### src/rtl/pipe_stage_skid.sv
// pipe_stage_skid: pipeline-stage register with valid/ready handshake, 2-entry skid buffer, flush and flush counter
module pipe_stage_skid #(
  parameter int                DATA_W          = 128,
  parameter int                CTRL_W          = 16,
  parameter logic [CTRL_W-1:0] CTRL_FLUSH_MASK = {CTRL_W{1'b1}},
  parameter int                CNT_W           = 8
) (
  input  logic              clk,
  input  logic              reset,
  input  logic              i_valid,
  output logic              o_ready,
  input  logic [CTRL_W-1:0] i_ctrl,
  input  logic [DATA_W-1:0] i_data,
  input  logic              i_flush,
  output logic              o_valid,
  input  logic              i_ready,
  output logic [CTRL_W-1:0] o_ctrl,
  output logic [DATA_W-1:0] o_data,
  output logic [1:0]        o_occupancy,
  output logic [CNT_W-1:0]  o_flush_count
);
  logic              main_v_q, main_v_d, skid_v_q, skid_v_d;
  logic [CTRL_W-1:0] main_ctrl_q, main_ctrl_d, skid_ctrl_q, skid_ctrl_d;
  logic [DATA_W-1:0] main_data_q, main_data_d, skid_data_q, skid_data_d;
  logic [CNT_W-1:0]  cnt_q, cnt_d;
  logic              in_w, out_w, ld_main_in, ld_main_skid, ld_skid, squash;

  assign o_ready       = !skid_v_q;
  assign o_valid       = main_v_q;
  assign in_w          = i_valid & o_ready;
  assign out_w         = main_v_q & i_ready;
  assign o_ctrl        = main_ctrl_q & ~(main_v_q ? {CTRL_W{1'b0}} : CTRL_FLUSH_MASK);
  assign o_data        = main_data_q;
  assign o_occupancy   = {1'b0, main_v_q} + {1'b0, skid_v_q};
  assign o_flush_count = cnt_q;

  // Next state: main refills from skid when draining TWO, from input when empty or draining ONE; skid catches input when stalled
  always_comb begin
    ld_main_in   = !i_flush & in_w & (!main_v_q | out_w);
    ld_main_skid = !i_flush & skid_v_q & out_w;
    ld_skid      = !i_flush & in_w & main_v_q & !out_w;
    squash       = i_flush & ((main_v_q & !out_w) | skid_v_q | in_w);
    main_v_d     = !i_flush & (skid_v_q | in_w | (main_v_q & !out_w));
    skid_v_d     = !i_flush & !out_w & (skid_v_q | (in_w & main_v_q));
    main_ctrl_d  = ld_main_skid ? skid_ctrl_q : ld_main_in ? i_ctrl : main_ctrl_q;
    main_data_d  = ld_main_skid ? skid_data_q : ld_main_in ? i_data : main_data_q;
    skid_ctrl_d  = ld_skid ? i_ctrl : skid_ctrl_q;
    skid_data_d  = ld_skid ? i_data : skid_data_q;
    cnt_d        = (squash & ~&cnt_q) ? cnt_q + CNT_W'(1) : cnt_q;
  end

  // State and payload registers; reset discards held entries immediately
  always_ff @(posedge clk or posedge reset) begin
    if (reset) begin
      main_v_q    <= 1'b0;
      skid_v_q    <= 1'b0;
      main_ctrl_q <= '0;
      main_data_q <= '0;
      skid_ctrl_q <= '0;
      skid_data_q <= '0;
      cnt_q       <= '0;
    end else begin
      main_v_q    <= main_v_d;
      skid_v_q    <= skid_v_d;
      main_ctrl_q <= main_ctrl_d;
      main_data_q <= main_data_d;
      skid_ctrl_q <= skid_ctrl_d;
      skid_data_q <= skid_data_d;
      cnt_q       <= cnt_d;
    end
  end
endmodule

### config.mk
export PLATFORM = sky130hd
export DESIGN_NAME = pipe_stage_skid
export DESIGN_NICKNAME = d
export VERILOG_FILES = /design/src/rtl/pipe_stage_skid.sv
export SDC_FILE = /design/constraint.sdc
export NUM_CORES = 1
export LEC_CHECK = 0
export ABC_AREA = 1
export BUFFER_PORTS_ARGS = -buffer_cell sky130_fd_sc_hd__clkbuf_2
export CAP_MARGIN = 40
export CORE_UTILIZATION = 30
export CTS_CLUSTER_SIZE = 30
export DETAILED_ROUTE_END_ITERATION = 8
export SYNTH_ARGS = -nofsm -noshare
export SYNTH_HDL_FRONTEND = slang
export SYNTH_SLANG_ARGS = --single-unit
### constraint.sdc
create_clock -name clk -period 9.3 [get_ports clk]
set_input_delay 1.86 -clock clk [delete_from_list [all_inputs] [get_ports clk]]
set_output_delay 1.86 -clock clk [all_outputs]
set_load 0.02 [all_outputs]
==> flow_metrics.tcl, run 1 <==
set metrics [dict create \
    grt_antenna_before_repair 1 \
    synth-seq-cells 298 \
    finalSetupViolCount 0 \
    peakVddDrop_v 0.000148 \
    clock_path_buffers 3 \
    drv_slew 0 \
    hold_violations 0 \
    avgViaCountPerCell 4.46 \
    cts_hold_buffers 0 \
    cts_num_sinks 298 \
    cts_buffers 37 \
    wire_per_inst_um 14.1 \
    final-seq-area_um2 7460 \
    fmax_mhz 208 \
    worst-slew-pin-transition_ns 0.926 \
    cts_setup_buffers 0 \
    final_common_cell "nand2_1" \
    grt_pass1_wl_mm 61.0 \
    path_clk_slew_ns 0.05 \
    dp_hpwl_mm 23.9 \
    grt_max_degree 157 \
    cp_slowest_cell "nand2_8" \
    diodes 0 \
    numPortBuffers 304 \
    synth-seq-area-share 0.553 \
    fin_skew_ns 0.0103 \
    rsz0062_at_grt "no" \
    period_share 0.518 \
    min_period_ns 4.81 \
    max_stage_delay_ns 0.74 \
    grt_pass1_vias 11455 \
    critical_path_buf_inv_count 4 \
    yosysWarnings 0 \
    crit_chain "clkbuf_2 > nor2_4 > nand2_8 > nand2_8 > inv_4 > buf_4 > buf_16 > nand2_1 > nand2_1" \
    worst_hold_path_type "flip-flop to flip-flop" \
    synthTopCellsByArea "dfrtp_1 55%, nand2_1 23%, inv_1 4.7%" \
    grt_usage 0.164 \
    syn2layout_area_growth_pct 24.4 \
    slew_headroom 0.382 \
    synth_top_area_frac 0.553 \
    rows 77 \
    critical_path.max_fanout 99 \
    hold_slack_ns 0.467 \
    ios 305 \
    drtIter0Drc 744 \
    dieArea_um2 45800 \
    tns_ns 0 \
    grt_remaining_overflow 0 \
    crit_arrival_ns 5.22 \
    cts_tree "done" \
    nets 2171 \
    layout_common_cells "829 x nand2_1, 304 x clkbuf_2, 298 x dfrtp_1, 168 x inv_1, 101 x nand3_1" \
    clk_latency_ns 0.53 \
    drtAntennaViolNets 0 \
    htree_levels 2 \
    cts-root-buf "clkbuf_16" \
    gp_congestion 0.800 \
    end_kind "flip-flop" \
    drc_errors 0 \
    synth_area_per_cell_um2 7.65 \
    first_pass_iters 4 \
    nFillCells 4587 \
    path_class "input pin to flip-flop" \
    status "finished, final reports clean" \
    yosysTopAreaCell "dfrtp_1" \
    drive_above_1_share 0.189 \
    num_vias 11765 \
    fp.dieH_um 214 \
    crit_family "simple AND/OR/NAND/NOR gates" \
    critPathRequiredTime_ns 9.71 \
    fp.dieW_um 214 \
    max_cap_violations 0 \
    syn-instance-count 1764 \
    critPathLaunchType "input pin" \
    synth_fp_nets 1915 \
    power_leakage_nw 9.74 \
    wirelength_mm 37.2 \
    cts_resized 0 \
    power_density_nw_per_um2 235 \
    syn_area_um2 13500 \
    ys_types 22 \
    multi_input_area_um2 4930 \
    design.core.area_um2 44300 \
    start_util 0.304 \
]
-- cell type report --
type                       instances  share of cell area
sequential                       298               0.444
timing repair buffer             321               0.105
clock inverter                    13              0.0107
multi-input combinational       1190               0.294
clock buffer                      50              0.0628
inverter                         172              0.0390
tap                              592              0.0441
-- worst min-delay path, cell delays in order, from the launching register on --
cell and delay [ns]:
dfrtp_1 0.33, nand2_1 0.06, nand2_1 0.05
-- final timing paths --
kind / start / to / slack [ns] / cells after the start
max in group asynchronous: reset / o_data[85] / 6.26 / 5
max reg2reg: o_valid / o_data[67] / 5.32 / 9
min reg2reg: o_data[81] / o_data[81] / 0.47 / 2
max: i_flush / o_data[67] / 4.49 / 9
min: o_data[81] / o_data[81] / 0.47 / 2
min in group asynchronous: reset / o_flush_count[0] / 1.37 / 2
-- cell families after synthesis --
| family | synth area share |
|---|---|
| adders and majority gates | 0.00186 |
| AOI/OAI and AO/OA | 0.0724 |
| and+or+nand+nor | 0.287 |
| xor gates and xnor gates | 0.00195 |
| DFF | 0.553 |
| buffers and inverters | 0.0840 |
-- metal layers --
layer	GRT usage	part of all wire	routed length (um)	vias up
met1	0.219	0.46	17200	5516
met4	0.0561	0.025	947	2
met5	0	0.00046	17	-
met3	0.0316	0.051	1910	59
met2	0.264	0.46	17100	290
li1	-	-	-	5898
-- stage by stage --
stage / cell area (um^2) / total power, mW / std cells / setup WS, ns / util
detailed placement: 15500 / 2.51 / 2573 / 3.82 / 0.351
finish: 16800 / 3.94 / 2636 / 4.49 / 0.379
floorplan: 13500 / 2.21 / 1764 / 3.48 / -
global placement: 15400 / 2.47 / 2567 / 3.74 / 0.347
global route: 16800 / 4.17 / 2636 / 4.12 / 0.379
CTS: 16800 / 4.01 / 2636 / 4.39 / 0.379
-- power by group --
| group | leakage [nW] | switching [mW] | internal [mW] | total [mW] |
|---|---|---|---|---|
| registers | 3.64 | 0.154 | 1.58 | 1.73 |
| clock network | 0.601 | 0.559 | 0.904 | 1.46 |
| logic | 5.49 | 0.490 | 0.255 | 0.745 |
-- flip-flops by register name (all words and copies together), names as in the netlist --
name and count:
o_valid 1, o_data 128, skid_ctrl_q 16, skid_v_q 1
skid_data_q 128, main_ctrl_q 16, o_flush_count 8
-- Yosys cell counts --
master,number
ha_1,2
nor2_1,55
nor2_4,1
inv_2,2
nand3_1,101
inv_4,1
clkbuf_1,37
xnor2_1,2
dfrtp_1,298
buf_1,8
buf_4,8
o21ai_1,64
nand2_1,829
nor3_1,1
o21ai_0,82
a21oi_1,49
nand4_2,1
xor2_1,1
inv_1,169
nand2_2,1
nand2_4,1
buf_2,51
Power figures use the tool's default switching activity.
==> run 2: changes to the inputs <==
ABC_AREA = 0   (was 1)
clock period = 4.3 ns   (was 9.3 ns; I/O delays follow)
==> run 2 against run 1 <==
Compared with the run above: setup slack worse by 2.7 ns; global-route usage is 3.0 points lower; synthesized cell count is 43% lower; cell area is 6.6% lower; die area is 7.3% lower; largest cell class unchanged.
==> flow_metrics.tcl, run 2 <==
set metrics [dict create \
    status "finished, final reports clean" \
    ios 305 \
    htree_levels 2 \
    grt_remaining_overflow 0 \
    rows 74 \
    cts-root-buf "clkbuf_16" \
    r2r_cells 5 \
    synth_top_area_frac 0.597 \
    end_kind "flip-flop" \
    critPathLaunchType "flip-flop" \
    tns_ns 0 \
    grt_antenna_before_repair 0 \
    synth_area_per_cell_um2 12.5 \
    drive_above_1_share 0.396 \
    power_switching_mw 2.41 \
    avgViaCountPerCell 4.59 \
    clock_path_buffers 3 \
    synthTopCellsByArea "dfrtp_1 60%, mux2_2 13%, mux2i_1 12%" \
    min_period_ns 2.47 \
    worst_hold_path_type "input pin to async pin" \
    synthArstFlopShare 1.00 \
    ys_top_cells_by_count "298 x dfrtp_1, 149 x mux2_2, 148 x nor2_1, 145 x a21oi_1, 144 x mux2i_1" \
    cts_buffers 35 \
    p_int_mw 5.83 \
    diodes 0 \
    drtIter0Drc 361 \
    layout_common_cells "304 x clkbuf_2, 298 x dfrtp_1, 149 x mux2_2, 148 x nor2_1, 145 x a21oi_1" \
    grt_max_degree 149 \
    syn2layout_area_growth_pct 25.5 \
    fin_skew_ns 0.0133 \
    synth-main-ff-cell "dfrtp_1" \
    cts_num_sinks 298 \
    cts_resized 0 \
    cts_setup_buffers 0 \
    syn-instance-count 1000 \
    worst-slew-pin-transition_ns 0.720 \
    yosysWarnings 0 \
    power_density_nw_per_um2 525 \
    synth-edff-count 0 \
    gp_congestion 0.751 \
    synth_fp_nets 1151 \
    ys_types 28 \
    drtAntennaViolNets 0 \
    first_pass_iters 4 \
    power_mw 8.24 \
    wirelength_mm 28.7 \
    clk_latency_ns 0.53 \
    swShare 0.292 \
    start_util 0.305 \
    syn_area_um2 12500 \
    yosysMostFrequentCell "dfrtp_1" \
    period_share 0.573 \
    stdcell_count 1842 \
    pwr-share-comb 0.201 \
    fmax_mhz 406 \
    final_common_cell "clkbuf_2" \
    dp_hpwl_mm 18.9 \
    yosysTopAreaCell "dfrtp_1" \
    path_clk_slew_ns 0.05 \
    max_cap_violations 0 \
    crit_arrival_ns 2.87 \
    dieArea_um2 42500 \
    clockPowerShare 0.333 \
    rsz0062_at_grt "no" \
    fp.dieW_um 206 \
    grt_pass1_wl_mm 44.8 \
    cts_hold_buffers 0 \
    drc_errors 0 \
    synth-seq-area-share 0.597 \
    grt_pass1_vias 8439 \
    hold_violations 0 \
    timing.rr.start "o_valid" \
    pre_cts_ws_ns 1.51 \
    peakVddDrop_v 0.000373 \
    numPortBuffers 304 \
    slew_headroom 0.520 \
    r2r-end "skid_data_q[63]" \
    cts_tree "done" \
    drv_slew 0 \
    path_class "flip-flop to flip-flop" \
    grt_usage 0.134 \
    regToRegSetupSlack_ns 1.83 \
    synth-seq-cells 298 \
    design.core.area_um2 40900 \
    critical_path.max_fanout 74 \
    seqPwrFrac 0.465 \
    worst_slack_ns 1.83 \
    critPathRequiredTime_ns 4.71 \
    num_vias 8456 \
    fp.dieH_um 206 \
    wire_per_inst_um 15.6 \
    dpl.cell_count 1787 \
    nets 1443 \
    power_leakage_nw 8.11 \
    finalSetupViolCount 0 \
]
-- run 2: logic make-up after synthesis --
logic type                 synth area share
AOI/OAI and AO/OA                    0.0634
muxes                                 0.250
DFF                                   0.597
buffers and inverters                0.0256
and+or+nand+nor                      0.0611
xor gates and xnor gates            0.00140
adders and majority gates           0.00200
-- run 2: worst max path at each step --
stage / startpoint / end / slack, ns
5_1_grt: o_valid / skid_data_q[62] / 1.68
6_report: o_valid / skid_data_q[63] / 1.83
2_1_floorplan: reset / main_ctrl_q[0] / -0.52
3_3_place_gp: i_flush / main_ctrl_q[12] / 1.38
3_5_place_dp: i_ready / skid_data_q[62] / 1.51
4_1_cts: o_valid / o_occupancy[0] / 1.81
-- run 2: per-stage QoR --
stage / hold slack, ns / util / cell area (um^2)
2_1_floorplan: 0.479 / - / 12500
3_3_place_gp: 0.485 / 0.357 / 14600
3_5_place_dp: 0.491 / 0.358 / 14600
4_1_cts: 0.419 / 0.383 / 15700
5_1_grt: 0.472 / 0.383 / 15700
6_report: 0.432 / 0.383 / 15700
-- run 2: power by group through the flow --
stage,clock [mW],sequential [mW],combinational [mW]
final,2.74,3.83,1.66
after floorplan,0,4.13,0.811
after global placement,0,3.85,1.65
after global routing,2.95,3.92,1.83
after detailed placement,0,3.88,1.69
after CTS,2.85,3.84,1.69
-- run 2: cell type report --
class                      count  area, um^2
clock buffer                  51        1020
clock inverter                 4        22.5
fill                        4019       25200
inverter                       4        18.8
multi-input combinational    632        4730
sequential                   298        7460
tap                          532         666
timing repair buffer         321        1770
-- run 2: layer usage --
metal | vias to the layer above | part of all wire | global-route usage
li1 | 4069 | - | -
met1 | 4127 | 0.44 | 0.171
met2 | 220 | 0.45 | 0.206
met3 | 40 | 0.081 | 0.0456
met4 | 0 | 0.024 | 0.0538
met5 | - | 0 | 0
-- run 2: worst max-delay path, stage by stage, from the launching register on --
cell	delay, ns
dfrtp_1	0.32
buf_4	0.25
nor2b_2	0.39
nand3_4	0.49
buf_12	0.40
mux2_2	0.36
